File: config.mk
export PLATFORM = sky130hd
export DESIGN_NAME = control_unit
export DESIGN_NICKNAME = d
export VERILOG_FILES = /design/src/rtl/control_unit.sv
export SDC_FILE = /design/constraint.sdc
export NUM_CORES = 1
export LEC_CHECK = 0
export ABC_CLOCK_PERIOD_IN_PS = 2200
export BUFFER_PORTS_ARGS = -buffer_cell sky130_fd_sc_hd__buf_4
export CAP_MARGIN = 20
export CORE_ASPECT_RATIO = 1.4
export CORE_MARGIN = 3
export CORE_UTILIZATION = 36
export DETAILED_ROUTE_END_ITERATION = 7
export GPL_TIMING_DRIVEN = 0
export PLACE_DENSITY = 0.86
export SKIP_LAST_GASP = 1
export SLEW_MARGIN = 20
export SYNTH_ARGS = -nofsm -noshare
export SYNTH_HDL_FRONTEND = slang
export SYNTH_SLANG_ARGS = --single-unit
File: constraint.sdc
create_clock -name clk -period 2.2 [get_ports clk]
set_input_delay 0 -clock clk [delete_from_list [all_inputs] [get_ports clk]]
set_output_delay 0 -clock clk [all_outputs]
set_load 0.1 [all_outputs]
File: src/rtl/control_unit.sv
// control_unit: multi-cycle control for the 32-bit RISC CPU.
// Decodes the instruction word into register indices, the sign-extended
// immediate and datapath selects. A fixed 4-state cycle (fetch, decode,
// execute, writeback) emits one-cycle enable strobes for each instruction.
module control_unit (
  input  logic        clk,
  input  logic        reset,
  input  logic [1:0]  flag,
  input  logic [31:0] Instruction,
  output logic [4:0]  opcode,
  output logic [3:0]  Rd,
  output logic [3:0]  Rs,
  output logic [3:0]  Rt,
  output logic [31:0] imm_ext,
  output logic        in2_muxcontrol,
  output logic        wv_muxcontrol,
  output logic [4:0]  alu_control,
  output logic        regwrite,
  output logic        mem_load,
  output logic        mem_store,
  output logic        jump,
  output logic        en_fetch_pulse,
  output logic        en_exe_pulse,
  output logic        en_pc_pulse
);

  localparam logic [1:0] FETCH     = 2'd0;
  localparam logic [1:0] DECODE    = 2'd1;
  localparam logic [1:0] EXECUTE   = 2'd2;
  localparam logic [1:0] WRITEBACK = 2'd3;

  localparam logic [4:0] OP_NOP   = 5'b00000;
  localparam logic [4:0] OP_MOV   = 5'b00001;
  localparam logic [4:0] OP_ADD   = 5'b00010;
  localparam logic [4:0] OP_SUB   = 5'b00011;
  localparam logic [4:0] OP_AND   = 5'b00100;
  localparam logic [4:0] OP_ADDI  = 5'b00101;
  localparam logic [4:0] OP_SUBI  = 5'b00110;
  localparam logic [4:0] OP_ANDI  = 5'b00111;
  localparam logic [4:0] OP_OR    = 5'b01000;
  localparam logic [4:0] OP_XOR   = 5'b01001;
  localparam logic [4:0] OP_SLL   = 5'b01010;
  localparam logic [4:0] OP_SRL   = 5'b01011;
  localparam logic [4:0] OP_ORI   = 5'b01100;
  localparam logic [4:0] OP_XORI  = 5'b01101;
  localparam logic [4:0] OP_CMP   = 5'b01110;
  localparam logic [4:0] OP_LDI   = 5'b01111;
  localparam logic [4:0] OP_LOAD  = 5'b10000;
  localparam logic [4:0] OP_STORE = 5'b10001;
  localparam logic [4:0] OP_JMP   = 5'b11000;
  localparam logic [4:0] OP_JZ    = 5'b11001;
  localparam logic [4:0] OP_JN    = 5'b11010;

  localparam logic [4:0] ALU_PASS_A = 5'b00000;
  localparam logic [4:0] ALU_ADD    = 5'b00001;
  localparam logic [4:0] ALU_SUB    = 5'b00010;
  localparam logic [4:0] ALU_AND    = 5'b00011;
  localparam logic [4:0] ALU_OR     = 5'b00100;
  localparam logic [4:0] ALU_XOR    = 5'b00101;
  localparam logic [4:0] ALU_SLL    = 5'b00110;
  localparam logic [4:0] ALU_SRL    = 5'b00111;
  localparam logic [4:0] ALU_PASS_B = 5'b01000;

  logic [1:0] state;
  logic [1:0] state_next;
  logic       is_write;
  logic       is_load;
  logic       is_store;
  logic       take_jump;
  logic       jump_class;

  // Field extraction, valid at all times including reset
  assign opcode     = Instruction[31:27];
  assign Rd         = Instruction[26:23];
  assign Rs         = Instruction[22:19];
  assign Rt         = Instruction[18:15];
  assign jump_class = (Instruction[31:30] == 2'b11);

  // Jumps carry a 27-bit target offset; everything else a 19-bit immediate
  always_comb begin
    if (jump_class)
      imm_ext = {{5{Instruction[26]}}, Instruction[26:0]};
    else
      imm_ext = {{13{Instruction[18]}}, Instruction[18:0]};
  end

  // Opcode decode: ALU op, operand/write-value selects and instruction class
  always_comb begin
    alu_control    = ALU_PASS_A;
    in2_muxcontrol = 1'b0;
    wv_muxcontrol  = 1'b0;
    is_write       = 1'b0;
    is_load        = 1'b0;
    is_store       = 1'b0;
    take_jump      = 1'b0;
    case (opcode)
      OP_MOV:   begin alu_control = ALU_PASS_A; is_write = 1'b1; end
      OP_ADD:   begin alu_control = ALU_ADD;    is_write = 1'b1; end
      OP_SUB:   begin alu_control = ALU_SUB;    is_write = 1'b1; end
      OP_AND:   begin alu_control = ALU_AND;    is_write = 1'b1; end
      OP_ADDI:  begin alu_control = ALU_ADD; in2_muxcontrol = 1'b1; is_write = 1'b1; end
      OP_SUBI:  begin alu_control = ALU_SUB; in2_muxcontrol = 1'b1; is_write = 1'b1; end
      OP_ANDI:  begin alu_control = ALU_AND; in2_muxcontrol = 1'b1; is_write = 1'b1; end
      OP_OR:    begin alu_control = ALU_OR;     is_write = 1'b1; end
      OP_XOR:   begin alu_control = ALU_XOR;    is_write = 1'b1; end
      OP_SLL:   begin alu_control = ALU_SLL;    is_write = 1'b1; end
      OP_SRL:   begin alu_control = ALU_SRL;    is_write = 1'b1; end
      OP_ORI:   begin alu_control = ALU_OR;  in2_muxcontrol = 1'b1; is_write = 1'b1; end
      OP_XORI:  begin alu_control = ALU_XOR; in2_muxcontrol = 1'b1; is_write = 1'b1; end
      OP_CMP:   begin alu_control = ALU_SUB; end
      OP_LDI:   begin alu_control = ALU_PASS_B; in2_muxcontrol = 1'b1; is_write = 1'b1; end
      OP_LOAD:  begin
        alu_control    = ALU_ADD;
        in2_muxcontrol = 1'b1;
        wv_muxcontrol  = 1'b1;
        is_write       = 1'b1;
        is_load        = 1'b1;
      end
      OP_STORE: begin alu_control = ALU_ADD; in2_muxcontrol = 1'b1; is_store = 1'b1; end
      OP_JMP:   take_jump = 1'b1;
      OP_JZ:    take_jump = flag[0];
      OP_JN:    take_jump = flag[1];
      default:  ;
    endcase
  end

  // Fixed fetch -> decode -> execute -> writeback rotation
  always_comb begin
    state_next = FETCH;
    case (state)
      FETCH:     state_next = DECODE;
      DECODE:    state_next = EXECUTE;
      EXECUTE:   state_next = WRITEBACK;
      WRITEBACK: state_next = FETCH;
      default:   state_next = FETCH;
    endcase
  end

  // State register; reset returns to FETCH immediately
  always_ff @(posedge clk or negedge reset) begin
    if (!reset)
      state <= FETCH;
    else
      state <= state_next;
  end

  // Strobes from state and instruction class; all held low during reset
  always_comb begin
    en_fetch_pulse = 1'b0;
    en_exe_pulse   = 1'b0;
    en_pc_pulse    = 1'b0;
    regwrite       = 1'b0;
    mem_load       = 1'b0;
    mem_store      = 1'b0;
    jump           = 1'b0;
    if (reset) begin
      case (state)
        FETCH:   en_fetch_pulse = 1'b1;
        EXECUTE: begin
          en_exe_pulse = 1'b1;
          mem_load     = is_load;
        end
        WRITEBACK: begin
          en_pc_pulse = 1'b1;
          regwrite    = is_write;
          mem_load    = is_load;
          mem_store   = is_store;
          jump        = take_jump;
        end
        default: ;
      endcase
    end
  end

endmodule

# After elaboration in Yosys (flattened, before gate mapping)
# Cells that the tools add are included.
dict set report word_totals {
  regBits 2
  output_inout_bits 63
  wordCells 56
}
dict set report op_classes {
  eq_ne 24
  n_reduce_logical 9
  muxes 22
}
# operator n
set ops {}
lappend ops {{$eq A5 B4 Y1 const B} 8}
lappend ops {{$mux W32} 1}
lappend ops {{$pmux W4 S8} 1}
lappend ops {{$eq A5 B5 Y1 const B} 5}
lappend ops {{$eq A5 B3 Y1 const B} 4}
lappend ops {{$mux W1} 18}
lappend ops {{$reduce_or A15 Y1} 1}
lappend ops {{$eq A5 B2 Y1 const B} 2}
lappend ops {{$pmux W2 S4} 1}
lappend ops {{$reduce_or A2 Y1} 4}
lappend ops {{$reduce_or A8 Y1} 1}
lappend ops {{$eq A2 B2 Y1 const B} 3}
lappend ops {{$eq A5 B1 Y1 const B} 1}
lappend ops {{$reduce_or A4 Y1} 1}
lappend ops {{$pmux W1 S3} 1}
lappend ops {{$reduce_or A3 Y1} 1}
lappend ops {{$eq A2 B1 Y1 const B} 1}
lappend ops {{$logic_not A2 Y1} 1}

# Depth between registers and ports, before layout
# Gate-level depths: netlist of the first run.
dict set report depth {
  depth_word 5
  ltp_mapped 5
  ltp_nobuf 5
}

# Least setup slack after synthesis of the first run
# No wires, ideal clock.
dict set report synth_path {
  path_kind {reg2out}
  from {register state[1]}
  to {output jump}
  required_time_ns 2.200
  slack_ns -0.708
  t_arrival_ns 2.908
  path_stages_with_launch 6
  path_cell_list {dfrtp_1 ha_1 and2_1 buf_4 nand3_2 a2111oi_2}
}
dict set report synth_via {
  elab_chain_len 3
}
# element line_no
set synth_lines {}
lappend synth_lines {{from (decl)} 64} ;# logic [1:0] state;
lappend synth_lines {{from (signal assigned)} 144} ;# state <= state_next;
lappend synth_lines {{$eq A2 B2 Y1} 157} ;# case (state)
lappend synth_lines {{$mux W1} 157}
lappend synth_lines {{$mux W1} 156} ;# if (reset) begin
lappend synth_lines {{to (decl)} 21} ;# output logic jump,
# Every way passes these cells.

# Worst setup path in the final report of the first run
# Ends and elaborated chain as after synthesis.

==> results by group, run 1 <==
Outcome
  – Status: complete, no violations

Logic synthesis
  – Ys Warns: 0
  – Synthesized area per cell: 7.95 µm²
  – Synth Net Count: 147
  – Post-synthesis register bit count: 2
  – Synth unique cells: 31
  – Post-synthesis sequential area ratio: 0.0588
  – Netlist Area Pre-Place: 851 µm²
  – Mapped Cells: 107

Final layout
  – Largest Register: state
  – Final antenna diode count: 0
  – Post-layout util: 0.692
  – Flip-flop count of the largest register after layout: 2
  – Leading cell types in the layout, fill and taps excluded: buf_4, a31o_1, buf_2, nor2_1, ha_1
  – Nets: 231
  – Area growth syn-to-layout: 79.1%
  – Post-route design area: approximately 1500 µm²
  – Layout cells sized above 1: 0.746
  – Biggest regs: state x2
  – Commonest non-fill, non-tap cell in the layout: buf_4
  – Non-filler cells, final: 211

Timing
  – Setup violations, final: 0
  – Post-route minimum period: 1.67 ns
  – Max Clock Freq: 598 MHz
  – Max-slew violation count: 0
  – Max Clock Skew: 0.00179 ns
  – Period utilisation layout: 0.760
  – Setup_tns: 0 ns
  – Endpoints failing hold: 0
  – RSZ-0062 raised after global routing: false

Drt
  – Met3 WL: roughly 320 µm
  – DR vias: 980
  – Routed vias/inst: ~4.6
  – Met2 layer wire length in the routed design: between 1500 and 2000 µm
  – DR pass1 iterations: 2
  – DR top layer: met4
  – Antenna Nets Post-Route: 0
  – WL met1: 780 µm
  – WL/cell: roughly 13 µm
  – 1st-iter DRT viols: 11
  – Final WL: 2740 µm
  – DRC: 0

Global route
  – First-pass GRT wire length: 4300 µm
  – Antenna violations before repair: 0
  – Remaining Overflow, GRT: 0
  – Largest net degree at the start of global routing: 11
  – Vias in the first global route: 1,059
  – Overall Global Routing Usage: 0.191

Worst setup path
  – Reg2reg start: state[0]
  – Critical Path Source Type: flop
  – CP endpoint: jump
  – R2r endpoint: state[0]
  – Setup crit end kind: output port
  – R2R depth: 3
  – CP required: 2.20 ns
  – Crit Path Class: reg -> out
  – R2r setup slk: about 1.3 ns
  – WP data arrival: 1.67 ns
  – Crit path from: state[1]
  – CP max FO: 5

Floorplan
  – Core footprint: roughly 2200 µm²
  – DIE AREA: 2990 µm²
  – Row cnt: 20
  – Starting Density: 0.386
  – Die Y-Extent: 63.5 µm
  – Io pins: 99
  – Die width: between 40 and 50 µm

Worst hold path
  – Hold WC Path Type: in -> async

Clocking
  – Worst-path clk slew: 0.03 ns
  – CTS H-tree lvls: 1
  – Total CTS buffers: 3
  – Worst-Skew Late Latency: 0.23 ns
  – CTS Buffer Depth: 2
  – Resized Gates After CTS: 0
  – Clock Sink Count: 2
  – CTS tree: done
  – Setup bufs post-CTS: 0
  – CTS Root Cell: clkbuf_4

Placement
  – Placed instance area: 1490 µm²
  – GPL Wtd Cong: 0.756
  – Post-detail-place hpwl: 2350 µm
  – Placed insts: 207
  – Port Buffers: 78

Power and ir drop
  – Power, Total: around 830 µW
  – Max VDD drop: 0.453 mV
  – Lkg Pwr: 0.838 nW
  – PD cells: around 550 nW/µm²

Run
  – Max cap viols: 0
-- power by group --
part,total (mW),internal (mW),switching (mW)
combinational,0.714,0.174,0.539
sequential,0.0371,0.0371,0
clock,0.0836,0.0603,0.0233
-- cell type report --
cell class / instances / area, µm²
fillers: 195 / 678
repair buffers: 79 / 596
multi-input cells: 53 / 448
plain buffers: 50 / 373
flip-flops and latches: 2 / 50.0
well taps: 22 / 27.5
clock buffers: 3 / 22.5
inverters: 2 / 7.51
-- cell usage after synthesis --
master | instances | area [µm²]
ha_1 | 4 | 50.1
nand3_2 | 1 | 10.0
conb_1 | 1 | 3.75
and2_1 | 4 | 25.0
o21ai_1 | 3 | 15.0
nor3b_1 | 2 | 15.0
or2_1 | 1 | 6.26
nor3_2 | 2 | 20.0
nand3_1 | 1 | 5.00
buf_6 | 2 | 22.5
nor2b_1 | 3 | 18.8
a21boi_2 | 1 | 11.3
o21ai_0 | 1 | 5.00
inv_1 | 2 | 7.51
and3_1 | 1 | 6.26
nor2b_4 | 1 | 13.8
nand3b_1 | 1 | 7.51
a2111oi_4 | 1 | 27.5
nor2_1 | 5 | 18.8
and3b_1 | 1 | 8.76
o211ai_1 | 2 | 15.0
nor3_1 | 1 | 5.00
buf_4 | 44 | 330
a2111oi_2 | 1 | 15.0
mux2i_1 | 2 | 20.0
nand2_1 | 3 | 11.3
nand2b_1 | 1 | 6.26
and4b_1 | 1 | 10.0
dfrtp_1 | 2 | 50.1
buf_2 | 4 | 20.0
a31o_1 | 8 | 70.1
-- metrics by stage --
| step | hold WS [ns] | setup WS (ns) |
|---|---|---|
| 2_1_floorplan | -0.296 | 0.0379 |
| 3_3_place_gp | -0.208 | 0.776 |
| 3_5_place_dp | -0.205 | 0.749 |
| 4_1_cts | 0.0947 | 0.507 |
| 5_1_grt | 0.137 | 0.398 |
| 6_report | 0.121 | 0.527 |
-- routing by layer --
layer	vias to the layer above	track usage
met2	57	0.391
met4	0	0.0623
met5	-	0
li1	479	-
met1	440	0.158
met3	4	0.0429
-- cell families (layout without fill, tap and decap cells) --
kind of cell,Yosys count,count (layout),share of synthesized area
buf+inv,52,134,0.447
fa+ha+maj,4,4,0.0588
simple gates,29,29,0.221
compound gates,17,17,0.187
mux,2,2,0.0235
other cells,1,1,0.00441
flops,2,2,0.0588
-- repair_timing --
item	4_1_cts	5_1_grt
endpoints found under the setup margin	0	0
endpoints found under the hold margin	2	0
hold buffers	1	0
-- critical path, cell delays in order, from the launching register on --
cell       delay, ns
dfrtp_1         0.36
ha_1            0.14
and2_1          0.11
buf_4           0.13
nand3_2         0.09
a2111oi_4       0.28
buf_4           0.34
-- worst min path at each step --
stage	startpoint	slack [ns]	to	cells after the start
floorplan	reset	-0.30	state[0]	0
global placement	reset	-0.21	state[0]	1
detailed placement	reset	-0.21	state[0]	1
CTS	reset	0.09	state[0]	2
global route	reset	0.14	state[1]	2
finish	reset	0.12	state[0]	2
No activity file was read; power rests on OpenSTA's default activity.
==> run 2: changes to the inputs <==
- ABC_AREA: default -> 1
- ABC_CLOCK_PERIOD_IN_PS: 2200 -> 1350
- CORE_UTILIZATION: 36 -> 29
- PLACE_DENSITY: 0.86 -> 0.76
- clock period: 2.2 -> 1.35 ns (I/O delays scaled with it)
==> results by group, run 2 <==
Floorplan
  – Row cnt: 21
  – Die width: 50.3 µm
  – Starting Density: 0.320
  – Io pins: 99
  – Core footprint: approximately 2500 µm²
  – Die Y-Extent: 68.1 µm
  – DIE AREA: 3430 µm²

Worst setup path
  – Critical-path cell list: inv_1, ha_1, nand2_1, a21oi_2, buf_12
  – Critical Path Source Type: flop
  – CP bufs+invs: 2
  – WP data arrival: about 1.4 ns
  – CP required: 1.35 ns
  – Crit Path Class: reg -> out
  – CP delay by family, top: flip-flops
  – Slowest stage delay, CP: 0.37 ns
  – R2r setup slk: approximately 0.26 ns
  – R2r endpoint: state[0]
  – Setup crit end kind: output port
  – R2R depth: 3
  – Reg2reg start: state[1]
  – CP max FO: 3
  – Worst path slowest cell: dfrtp_1

Clocking
  – CTS Root Cell: clkbuf_4
  – Clock Sink Count: 2
  – CTS tree: done
  – Worst-path clk slew: 0.03 ns
  – Worst-Skew Late Latency: approximately 0.22 ns
  – Total CTS buffers: 3
  – CTS H-tree lvls: 1
  – CTS Buffer Depth: 2

Worst hold path
  – Hold WC Path Type: in -> async

Drt
  – DR pass1 iterations: 4
  – Final WL: approximately 3000 µm
  – Routed vias/inst: 4.44
  – WL/cell: 12.4 µm
  – DR vias: 1,066
  – DRC: 0
  – 1st-iter DRT viols: 20
  – Antenna Nets Post-Route: 0

Timing
  – Final hold slack: 0.107 ns
  – Worst setup margin: -0.0113 ns
  – RSZ-0062 raised after global routing: true
  – Max Clock Skew: ~0.0028 ns
  – Max-slew violation count: 0
  – Period utilisation layout: 1.01
  – Post-route minimum period: 1.36 ns
  – Max Clock Freq: ~730 MHz
  – Endpoints failing hold: 0
  – Setup violations, final: 1

Logic synthesis
  – Synth Net Count: around 160
  – Yosys top cell by area: buf_4
  – Post-synthesis sequential area ratio: 0.0627
  – EDFF count, synth: 0
  – Most frequently used flop master after synthesis: dfrtp_1
  – Top-count cell post-synth: buf_4
  – Post-synthesis register bit count: 2
  – Netlist Area Pre-Place: 798 µm²
  – Mapped Cells: between 100 and 150
  – Synthesized area per cell: 6.44 µm²
  – Ys Warns: 0
  – Yosys top cell area share: 0.404
  – Synth top cells by count: buf_4, nand2_1, nand3_1
  – Ranking of synthesized cells by area: buf_4, nand2_1, nand3_1, dfrtp_1, ha_1
  – Synth unique cells: 25
  – Asr flop ratio synth: 1.00

Global route
  – Remaining Overflow, GRT: 0
  – First-pass GRT wire length: roughly 4300 µm
  – Antenna violations before repair: 0
  – Largest net degree at the start of global routing: 11
  – Overall Global Routing Usage: 0.157
  – Vias in the first global route: 982

Placement
  – Post-detail-place hpwl: around 2500 µm
  – Place WS: 0.0586 ns
  – Placed insts: 234
  – GPL Wtd Cong: 0.694
  – Placed instance area: 1520 µm²
  – Port Buffers: 76

Final layout
  – Leading cell types in the layout, fill and taps excluded: buf_4, nand2_1, nand3_1, inv_1
  – Biggest regs: state x2
  – Multi-input logic area: 428 µm²
  – Flip-flop count of the largest register after layout: 2
  – Final antenna diode count: 0
  – Nets: 248
  – Largest Register: state
  – Post-route design area: 1610 µm²
  – Area growth syn-to-layout: 102%
  – Layout cells sized above 1: 0.714
  – Post-layout util: 0.646
  – Non-filler cells, final: 240
  – Layout fillers: 215
  – Commonest non-fill, non-tap cell in the layout: buf_4
  – FF+latch area: 50.0 µm²

Run
  – Max cap viols: 0

Outcome
  – Status: complete, but fails checks
  – Failing checks: negative setup slack

Power and ir drop
  – PD cells: approximately 840 nW/µm²
  – Lkg Pwr: 0.923 nW
  – Max VDD drop: 0.476 mV
==> run 2: changes by cell type after synthesis, sizes merged, moves of 4 or more <==
cell,previous run,this run
nand2,3,20
nand3,2,15
inv,2,13
a31o,8,0
a21oi,0,4
and2,4,0
buf,50,46
nor2b,4,0
==> run 2: worst max-delay path by stage <==
stage	from	endpoint	cells past startpoint
2_1_floorplan	state[1]	mem_store	5
3_3_place_gp	state[1]	mem_store	6
3_5_place_dp	state[1]	mem_store	6
4_1_cts	state[0]	mem_load	5
5_1_grt	state[0]	mem_load	5
6_report	state[0]	mem_load	5
==> run 2: cell type report <==
cell class                      count  area share
Timing Repair Buffer               79       0.398
Multi-Input combinational cell     63       0.266
Buffer                             46       0.227
Inverter                           13      0.0388
Sequential cell                     2      0.0311
Tap cell                           34      0.0264
Clock buffer                        3      0.0140
==> run 2: stage by stage <==
step | setup TNS (ns) | power (mW)
CTS | -0.0255 | 1.37
floorplan | -1.48 | 1.01
global route | -0.264 | 1.40
finish | -0.0113 | 1.36
global placement | 0 | 1.22
detailed placement | 0 | 1.23
==> run 2: worst reg2reg max path, stage by stage, from the launching register on <==
cell     delay (ns)
dfrtp_1        0.37
buf_4          0.14
ha_1           0.19
or2_2          0.27
==> run 2: logic make-up after synthesis <==
| logic type | count (synthesis) | share of synthesized area |
|---|---|---|
| AOI/OAI and AO/OA | 11 | 0.0878 |
| adders and majority gates | 4 | 0.0627 |
| buffers and inverters | 59 | 0.503 |
| DFF | 2 | 0.0627 |
| other | 1 | 0.00470 |
| and+or+nand+nor | 47 | 0.279 |
==> run 2: metal layers <==
| layer | track usage | wire length, µm |
|---|---|---|
| met1 | 0.171 | 1040 |
| met2 | 0.283 | 1580 |
| met3 | 0.0370 | 310 |
| met4 | 0.0774 | 48 |
| met5 | 0 | 0 |
==> run 2: power breakdown <==
group | internal [mW] | switching [mW]
clock | 0.0978 | 0.0310
combinational | 0.273 | 0.896
sequential | 0.0604 | 0
==> run 2: repair_timing <==
action                     in CTS  in global routing
setup endpoints to repair       3                  5
resized for setup               9                  2
hold endpoints to repair        2                  0
hold buffers                    1                  0
pin swaps                       3                  0
setup buffers                   2                  0
==> run 3: changes to the inputs <==
- SKIP_CTS_REPAIR_TIMING: default -> 1
==> results by group, run 3 (synthesized netlist as in run 2, its figures left out) <==
Clocking
  – Worst-Skew Late Latency: approximately 0.22 ns
  – CTS Root Cell: clkbuf_4
  – CTS tree: done
  – CTS H-tree lvls: 1
  – Total CTS buffers: 3
  – CTS Buffer Depth: 2
  – Worst-path clk slew: 0.03 ns
  – Clock Sink Count: 2

Placement
  – Post-detail-place hpwl: 2520 µm
  – GPL Wtd Cong: 0.694
  – Port Buffers: 76
  – Placed insts: between 200 and 250

Worst setup path
  – CP bufs+invs: 2
  – Setup crit end kind: output port
  – Worst path slowest cell: dfrtp_1
  – Most used cell, CP: buf_4
  – CP required: 1.35 ns
  – Critical Path Source Type: flop
  – CP delay by family, top: buffers and inverters
  – Crit Path Class: reg -> out
  – WP data arrival: 1.42 ns
  – CP max FO: 3
  – Slowest stage delay, CP: 0.37 ns
  – Critical-path cell list: ha_2, nand2_4, buf_4, a21oi_2, buf_4

Floorplan
  – Core footprint: between 2000 and 2500 µm²
  – Starting Density: 0.320
  – Die width: roughly 50 µm
  – Die Y-Extent: 68.1 µm
  – DIE AREA: 3430 µm²
  – Row cnt: 21
  – Io pins: 99

Final layout
  – Flip-flop count of the largest register after layout: 2
  – Non-filler cells, final: ~240
  – Area growth syn-to-layout: 105%
  – FF+latch area: 50.0 µm²
  – Biggest regs: state x2
  – Leading cell types in the layout, fill and taps excluded: buf_4, nand2_1, nand3_1, inv_1
  – Final antenna diode count: 0
  – Layout fillers: 218
  – Multi-input logic area: 435 µm²
  – Largest Register: state
  – Commonest non-fill, non-tap cell in the layout: buf_4
  – Nets: ~250
  – Layout cells sized above 1: 0.722

Power and ir drop
  – Clk pwr share: 0.095
  – Cell internal pwr: 431 µW
  – Combinational group share of total power: 0.861
  – Sw Pwr: 928 µW
  – Sw Share: 0.683
  – Sequential Power Share: 0.044
  – Lkg Pwr: 0.945 nW
  – Max VDD drop: 0.478 mV
  – PD cells: between 800 and 900 nW/µm²

Timing
  – Post-route minimum period: 1.42 ns
  – Max-slew violation count: 0
  – Period utilisation layout: 1.05
  – Worst setup margin: -0.0673 ns
  – Max Clock Skew: 0.00290 ns
  – RSZ-0062 raised after global routing: true
  – Final hold slack: 0.147 ns
  – Max Clock Freq: 706 MHz
  – Endpoints failing hold: 0
  – Setup violations, final: 4

Outcome
  – Status: complete, but fails checks
  – Failing checks: negative setup slack

Run
  – Max cap viols: 0

Drt
  – Antenna Nets Post-Route: 0
  – Final WL: 3080 µm
  – 1st-iter DRT viols: 29
  – DR vias: 1,085
  – WL/cell: 12.7 µm
  – DRC: 0
  – DR pass1 iterations: 4
  – Routed vias/inst: between 4 and 5

Worst hold path
  – Hold WC Path Type: in -> async

Global route
  – Largest net degree at the start of global routing: 11
  – Overall Global Routing Usage: 0.152
  – Antenna violations before repair: 0
  – First-pass GRT wire length: 4170 µm
  – Vias in the first global route: 969
  – Remaining Overflow, GRT: 0
==> run 3: cell types whose count changed in the layout (fill, tap and decap cells not counted), sizes merged <==
cell | previous run | this run
buf | 124 | 127
==> run 3: layout make-up <==
class / count / share of cell area
Timing Repair Buffer: 82 / 0.403
Inverter: 13 / 0.0382
Multi-Input combinational cell: 63 / 0.266
Buffer: 46 / 0.223
Sequential cell: 2 / 0.0306
Tap cell: 34 / 0.0260
Clock buffer: 3 / 0.0138
==> run 3: through the flow <==
step	TNS, ns	util	worst slack [ns]	power, mW	cell area [µm²]
6_report	-0.141	0.656	-0.0673	1.36	1640
5_1_grt	-0.565	0.656	-0.127	1.40	1640
4_1_cts	-0.344	0.618	-0.183	1.37	1540
3_5_place_dp	0	0.609	0.0586	1.23	1520
3_3_place_gp	0	0.609	0.0899	1.22	1520
2_1_floorplan	-1.48	-	-0.533	1.01	906
==> run 3: routing by layer <==
layer | part of all wire | global-route usage | vias to the layer above
li1 | - | - | 523
met1 | 0.34 | 0.168 | 478
met2 | 0.54 | 0.271 | 78
met3 | 0.099 | 0.0370 | 6
met4 | 0.014 | 0.0741 | 0
met5 | 0 | 0 | -
==> run 3: worst paths after layout <==
| kind | depth (start not counted) | slack, ns | from | to |
|---|---|---|---|---|
| max | 5 | -0.07 | state[1] | regwrite |
| min | 2 | 0.15 | reset | state[1] |
| max reg2reg | 4 | 0.23 | state[1] | state[0] |
| min reg2reg | 2 | 0.66 | state[0] | state[1] |
| max in group asynchronous | 2 | 1.08 | reset | state[0] |
| min in group clk | 2 | 0.33 | Instruction[8] | imm_ext[8] |
==> run 3: power groups by stage <==
stage,Combinational (mW),Sequential [mW],Clock (mW)
2_1_floorplan,0.952,0.0611,0
3_3_place_gp,1.16,0.0610,0
3_5_place_dp,1.17,0.0610,0
4_1_cts,1.17,0.0604,0.136
5_1_grt,1.20,0.0604,0.139
6_report,1.17,0.0604,0.129
==> run 3: worst register-to-register path, cell delays in order (launching register included) <==
cell and delay, ns:
dfrtp_1 0.37, buf_4 0.12, inv_1 0.05, ha_1 0.17, or2_2 0.29
